<file path="config.mk">
export PLATFORM = sky130hd
export DESIGN_NAME = vga_vram_responder
export DESIGN_NICKNAME = d
export VERILOG_FILES = /design/src/rtl/vga_vram_responder.sv
export SDC_FILE = /design/constraint.sdc
export NUM_CORES = 1
export LEC_CHECK = 0
export CAP_MARGIN = 20
export CORE_ASPECT_RATIO = 1.25
export CORE_MARGIN = 2
export CORE_UTILIZATION = 45
export DETAILED_ROUTE_END_ITERATION = 16
export DONT_BUFFER_PORTS = 1
export PLACE_DENSITY = 0.7
export SYNTH_ARGS = -nofsm -noshare
export SYNTH_HDL_FRONTEND = slang
export SYNTH_SLANG_ARGS = --single-unit
</file>
<file path="constraint.sdc">
create_clock -name iCLOCK -period 5.1 [get_ports iCLOCK]
set_input_delay 1.02 -clock iCLOCK [delete_from_list [all_inputs] [get_ports iCLOCK]]
set_output_delay 1.02 -clock iCLOCK [all_outputs]
set_load 0.02 [all_outputs]
</file>
<file path="src/rtl/vga_vram_responder.sv">
// VRAM memory-side responder: in-order request queue, fixed-latency SRAM issue port,
// and a credit-limited read return FIFO back to the VGA VRAM controller.
module vga_vram_responder #(
    parameter int P_QDEPTH     = 4,
    parameter int P_RDEPTH     = 4,
    parameter int P_RD_LATENCY = 2
) (
    input  logic        iCLOCK,
    input  logic        inRESET,
    input  logic        iRESET_SYNC,
    input  logic        iMEM_VALID,
    input  logic [1:0]  iMEM_BYTEENA,
    input  logic        iMEM_RW,
    input  logic [31:0] iMEM_ADDR,
    input  logic [15:0] iMEM_DATA,
    output logic        oMEM_BUSY,
    output logic        oMEM_VALID,
    output logic [15:0] oMEM_DATA,
    input  logic        iMEM_BUSY,
    output logic        oRAM_CS,
    output logic        oRAM_WE,
    output logic [1:0]  oRAM_BE,
    output logic [19:0] oRAM_ADDR,
    output logic [15:0] oRAM_WDATA,
    input  logic [15:0] iRAM_RDATA
);

    localparam int QAW = $clog2(P_QDEPTH);
    localparam int RAW = $clog2(P_RDEPTH);
    localparam logic [QAW:0]   L_QDEPTH = (QAW+1)'(P_QDEPTH);
    localparam logic [RAW+1:0] L_RDEPTH = (RAW+2)'(P_RDEPTH);

    typedef struct packed {
        logic        rw;
        logic [1:0]  be;
        logic [19:0] addr;
        logic [15:0] data;
    } req_t;

    logic rst;
    assign rst = !inRESET || iRESET_SYNC;

    logic unused_addr;
    assign unused_addr = ^iMEM_ADDR[31:20];

    // Request queue
    req_t             rq_mem [P_QDEPTH];
    logic [QAW-1:0]   rq_wptr_q, rq_wptr_d;
    logic [QAW-1:0]   rq_rptr_q, rq_rptr_d;
    logic [QAW:0]     rq_cnt_q,  rq_cnt_d;

    // Return FIFO
    logic [15:0]      rt_mem [P_RDEPTH];
    logic [RAW-1:0]   rt_wptr_q, rt_wptr_d;
    logic [RAW-1:0]   rt_rptr_q, rt_rptr_d;
    logic [RAW:0]     rt_cnt_q,  rt_cnt_d;
    logic [RAW:0]     inflight_q, inflight_d;

    logic [P_RD_LATENCY-1:0] tag_q, tag_d;

    logic        cs_q, cs_d;
    logic        we_q, we_d;
    logic [1:0]  be_q, be_d;
    logic [19:0] addr_q, addr_d;
    logic [15:0] wdata_q, wdata_d;

    req_t in_req, cand;
    logic mem_push, q_empty, cand_valid, credit_ok, issue, rd_issue;
    logic rq_push, rq_pop, rt_push, rt_pop;

    // The tag enters the shift register the cycle after the read strobe, so its exit
    // lines up with iRAM_RDATA becoming valid P_RD_LATENCY cycles after oRAM_CS.
    genvar gi;
    generate
        for (gi = 0; gi < P_RD_LATENCY; gi++) begin : g_tag
            if (gi == 0) begin : g_head
                assign tag_d[gi] = cs_q && !we_q;
            end else begin : g_body
                assign tag_d[gi] = tag_q[gi-1];
            end
        end
    endgenerate

    always_comb begin
        in_req.rw   = iMEM_RW;
        in_req.be   = (iMEM_BYTEENA == 2'b00) ? 2'b11 : iMEM_BYTEENA;
        in_req.addr = iMEM_ADDR[19:0];
        in_req.data = iMEM_DATA;

        mem_push   = iMEM_VALID && !oMEM_BUSY;
        q_empty    = (rq_cnt_q == '0);
        // An empty queue lets a fresh request go straight to the RAM port.
        cand       = q_empty ? in_req : rq_mem[rq_rptr_q];
        cand_valid = !q_empty || mem_push;
        credit_ok  = ({1'b0, inflight_q} + {1'b0, rt_cnt_q}) < L_RDEPTH;
        issue      = cand_valid && (cand.rw || credit_ok);
        rd_issue   = issue && !cand.rw;
        rq_push    = mem_push && !(q_empty && issue);
        rq_pop     = issue && !q_empty;

        rq_wptr_d = rq_push ? rq_wptr_q + 1'b1 : rq_wptr_q;
        rq_rptr_d = rq_pop  ? rq_rptr_q + 1'b1 : rq_rptr_q;
        rq_cnt_d  = rq_cnt_q + (QAW+1)'(rq_push) - (QAW+1)'(rq_pop);

        rt_push   = tag_q[P_RD_LATENCY-1];
        rt_pop    = (rt_cnt_q != '0) && !iMEM_BUSY;
        rt_wptr_d = rt_push ? rt_wptr_q + 1'b1 : rt_wptr_q;
        rt_rptr_d = rt_pop  ? rt_rptr_q + 1'b1 : rt_rptr_q;
        rt_cnt_d  = rt_cnt_q + (RAW+1)'(rt_push) - (RAW+1)'(rt_pop);
        inflight_d = inflight_q + (RAW+1)'(rd_issue) - (RAW+1)'(rt_push);

        cs_d    = issue;
        we_d    = issue && cand.rw;
        be_d    = issue ? cand.be   : be_q;
        addr_d  = issue ? cand.addr : addr_q;
        wdata_d = issue ? cand.data : wdata_q;
    end

    always_ff @(posedge iCLOCK) begin
        if (rst) begin
            rq_wptr_q  <= '0;
            rq_rptr_q  <= '0;
            rq_cnt_q   <= '0;
            rt_wptr_q  <= '0;
            rt_rptr_q  <= '0;
            rt_cnt_q   <= '0;
            inflight_q <= '0;
            tag_q      <= '0;
            cs_q       <= 1'b0;
            we_q       <= 1'b0;
            be_q       <= '0;
            addr_q     <= '0;
            wdata_q    <= '0;
        end else begin
            rq_wptr_q  <= rq_wptr_d;
            rq_rptr_q  <= rq_rptr_d;
            rq_cnt_q   <= rq_cnt_d;
            rt_wptr_q  <= rt_wptr_d;
            rt_rptr_q  <= rt_rptr_d;
            rt_cnt_q   <= rt_cnt_d;
            inflight_q <= inflight_d;
            tag_q      <= tag_d;
            cs_q       <= cs_d;
            we_q       <= we_d;
            be_q       <= be_d;
            addr_q     <= addr_d;
            wdata_q    <= wdata_d;
        end
    end

    always_ff @(posedge iCLOCK) begin
        if (rq_push) begin
            rq_mem[rq_wptr_q] <= in_req;
        end
        if (rt_push) begin
            rt_mem[rt_wptr_q] <= iRAM_RDATA;
        end
    end

    assign oMEM_BUSY  = (rq_cnt_q == L_QDEPTH);
    assign oMEM_VALID = (rt_cnt_q != '0);
    assign oMEM_DATA  = oMEM_VALID ? rt_mem[rt_rptr_q] : 16'h0000;
    assign oRAM_CS    = cs_q;
    assign oRAM_WE    = we_q;
    assign oRAM_BE    = be_q;
    assign oRAM_ADDR  = addr_q;
    assign oRAM_WDATA = wdata_q;

endmodule

</file>
==> impl_metrics.toml <==
[critical_path]
cpPeakStageDelay_ns = 0.90
worstSetupPathType = "flip-flop to flip-flop"
required_ns = 5.48
arrival_ns = 3.86
cp_num_buf_inv = 1
cp-end-kind = "flip-flop"
critPathLaunchType = "flip-flop"
path_max_fanout = 39
path_delay_family = "flip-flops"
crit_path_cell_trace = "mux4_2 -> a21oi_1 -> nor2_1 -> ha_1 -> inv_1 -> ha_1 -> fa_1 -> xnor2_1 -> xnor2_1 -> nor2_1"
slowest_stage = "dfxtp_4"

[floorplan]
initial_core_util_pct = 45.6
io_pins = 130
core_area_mm2 = 0.0236
die_w_um = 142
fp.dieH_um = 177
rows = 63
dieArea_mm2 = 0.0252

[final_layout]
fill_cells = 1870
diodes = 0
fin_util_pct = 51.3
seqCellArea_mm2 = 0.00787
area_growth_pct = 12.5
multiInputGateArea_mm2 = 0.00274
fin_area_mm2 = 0.0121
drive_gt1_share_pct = 19.4
fin_nets = 676

[synth]
synth_seq_cells = 283
synth_area_per_cell_um2 = 18.7
synth_warnings = 0
netlist_instances = 578
syn_area_mm2 = 0.0108
ys_seq_area_share_pct = 72.9
synth_cell_types = 38
async_flop_share_pct = 0
synth_nets = 669
synth_edf_count = 220
synth_ff_type = "edfxtp_1"

[clock_tree]
cts_resized = 0
clock_sinks = 283
clk_latency_ns = 0.53
cts.path.max_buffers = 3
cts_tree = "yes"
htree_levels = 1
postCtsSetupBuffers = 0
cts_buffers = 28
clock-root-buffer = "clkbuf_16"
clk_transition_reported_paths_ns = 0.06
holdBufCountCts = 0

[route]
detail-route-antenna-nets = 0
wl_um = 21100
drc_errors = 0
first_iter_violations = 231
vias_per_cell = 5.89
avgRoutedWirePerCell_um = 23.4
first_pass_iters = 4
num_vias = 5298

[pwr]
p_leak_nw = 4.06
power_density_mw_per_mm2 = 466
power_w = 0.00566
ir_drop_mv = 0.417

[sta]
tns_ns = 0
rsz0062_at_grt = "false"
slew_headroom_pct = 31.7
fin_skew_ns = 0.0103
setup_violations = 0
period_needed_ns = 3.48
worst_pin_slew_ns = 1.02
hold_violations = 0
timing.fmax_ghz = 0.288
maxSlewViolCount = 0
worst_slack_ns = 1.62
fin_crit_sh_pct = 68.2

[hold_path]
hold_class = "flip-flop to flip-flop"

[global_route]
grt_start_max_net_pins = 41
grt_overflow = 0
grtUsageTotal_pct = 16.8
grt_pass1_wl_um = 32700
grt_pass1_vias = 5739
antenna_found_initial = 0

[placed_design]
portBuffers = 0
finalWeightedCongestion = 0.754
dpl_cell_area_mm2 = 0.0111
post-place-ws_ns = 1.58
place_hpwl_um = 12700

[flow_run]
drv_cap = 0

[status]
outcome = "finished, final reports clean"
-- layer usage --
layer / vias up / share of wire (%) / GRT usage, %
li1: 2329 / - / -
met1: 2748 / 37 / 19.5
met2: 193 / 52 / 30.2
met3: 28 / 9.2 / 5.76
met4: 0 / 1.4 / 3.59
met5: - / 0 / 0
-- cells in the final DEF, fill, tap and decap left out, types with 3 or more instances in the layout --
master | Yosys | routed
bufinv_16 | 0 | 3
inv_1 | 17 | 17
a221o_1 | 38 | 38
and2_1 | 13 | 9
clkinv_2 | 0 | 3
xnor2_1 | 7 | 7
nand2b_1 | 3 | 3
fa_1 | 3 | 3
dfxtp_1 | 63 | 61
clkbuf_16 | 0 | 29
nand2_1 | 3 | 3
clkbuf_1 | 21 | 9
nand3_1 | 6 | 6
nor2b_1 | 17 | 17
a21oi_1 | 7 | 7
nor2_1 | 16 | 15
ha_1 | 16 | 16
buf_12 | 0 | 4
clkbuf_8 | 0 | 5
mux4_2 | 55 | 55
buf_4 | 1 | 3
and2_2 | 0 | 4
edfxtp_1 | 220 | 220
and3_1 | 38 | 38
-- power by group --
group | switching (W) | internal, W | total [W]
Clock | 0.000807 | 0.00127 | 0.00207
Sequential | 0.000241 | 0.00266 | 0.00290
Combinational | 0.000352 | 0.000331 | 0.000682
-- flip-flops by register name (all words and copies together), names as in the netlist, 2 cells and up, named ones only --
register,flops
rt_rptr_q,2
rt_mem,64
oRAM_ADDR,20
rt_wptr_q,2
inflight_q,3
tag_q,2
rt_cnt_q,3
rq_cnt_q,3
rq_wptr_q,2
rq_rptr_q,2
oRAM_WDATA,16
rq_mem,156
oRAM_BE,2
-- kinds of logic (layout without fill, tap and decap cells) --
family                     count (synthesis)  count (layout)  share of synthesized area, %
DFF                                      283             283                          72.9
and+or+nand+nor                          106             106                          5.71
AOI/OAI and AO/OA                         56              56                          4.67
muxes                                     56              56                          11.6
buffers and inverters                     49              78                          1.96
adders and majority gates                 19              19                          2.41
xor gates and xnor gates                   9               9                         0.731
-- final cells by class --
class	count	area share, %
Sequential cell	283	64.9
Multi-Input combinational cell	246	22.6
Clock buffer	43	6.83
Tap cell	292	3.01
Timing Repair Buffer	9	1.17
Clock inverter	9	1.03
Inverter	17	0.526
-- cells in the mapped netlist, types with 7 or more instances --
| library cell | count | area, um2 |
|---|---|---|
| inv_1 | 17 | 63.8 |
| nor2_1 | 16 | 60.1 |
| ha_1 | 16 | 200 |
| mux4_2 | 55 | 1240 |
| buf_2 | 7 | 35.0 |
| edfxtp_1 | 220 | 6610 |
| a221o_1 | 38 | 380 |
| and2_1 | 13 | 81.3 |
| a21oi_1 | 7 | 35.0 |
| dfxtp_1 | 63 | 1260 |
| clkbuf_1 | 21 | 78.8 |
| xnor2_1 | 7 | 61.3 |
| nor2b_1 | 17 | 106 |
| and3_1 | 38 | 238 |
-- path summary, 6_finish.rpt --
kind              startpoint  slack [ns]  cells after the start     endpoint
setup reg to reg   flip-flop        1.62                     10  rq_cnt_q[2]
setup / recovery   flip-flop        1.62                     10  rq_cnt_q[2]
hold reg to reg     tag_q[0]        0.45                      1     tag_q[1]
hold / removal      tag_q[0]        0.45                      1     tag_q[1]
-- per-stage QoR --
stage,instances,hold slack [ns]
after floorplan,578,0.406
after global placement,841,0.412
after detailed placement,845,0.440
after CTS,897,0.451
after global routing,899,0.480
final,899,0.449
Power figures use the tool's default switching activity.
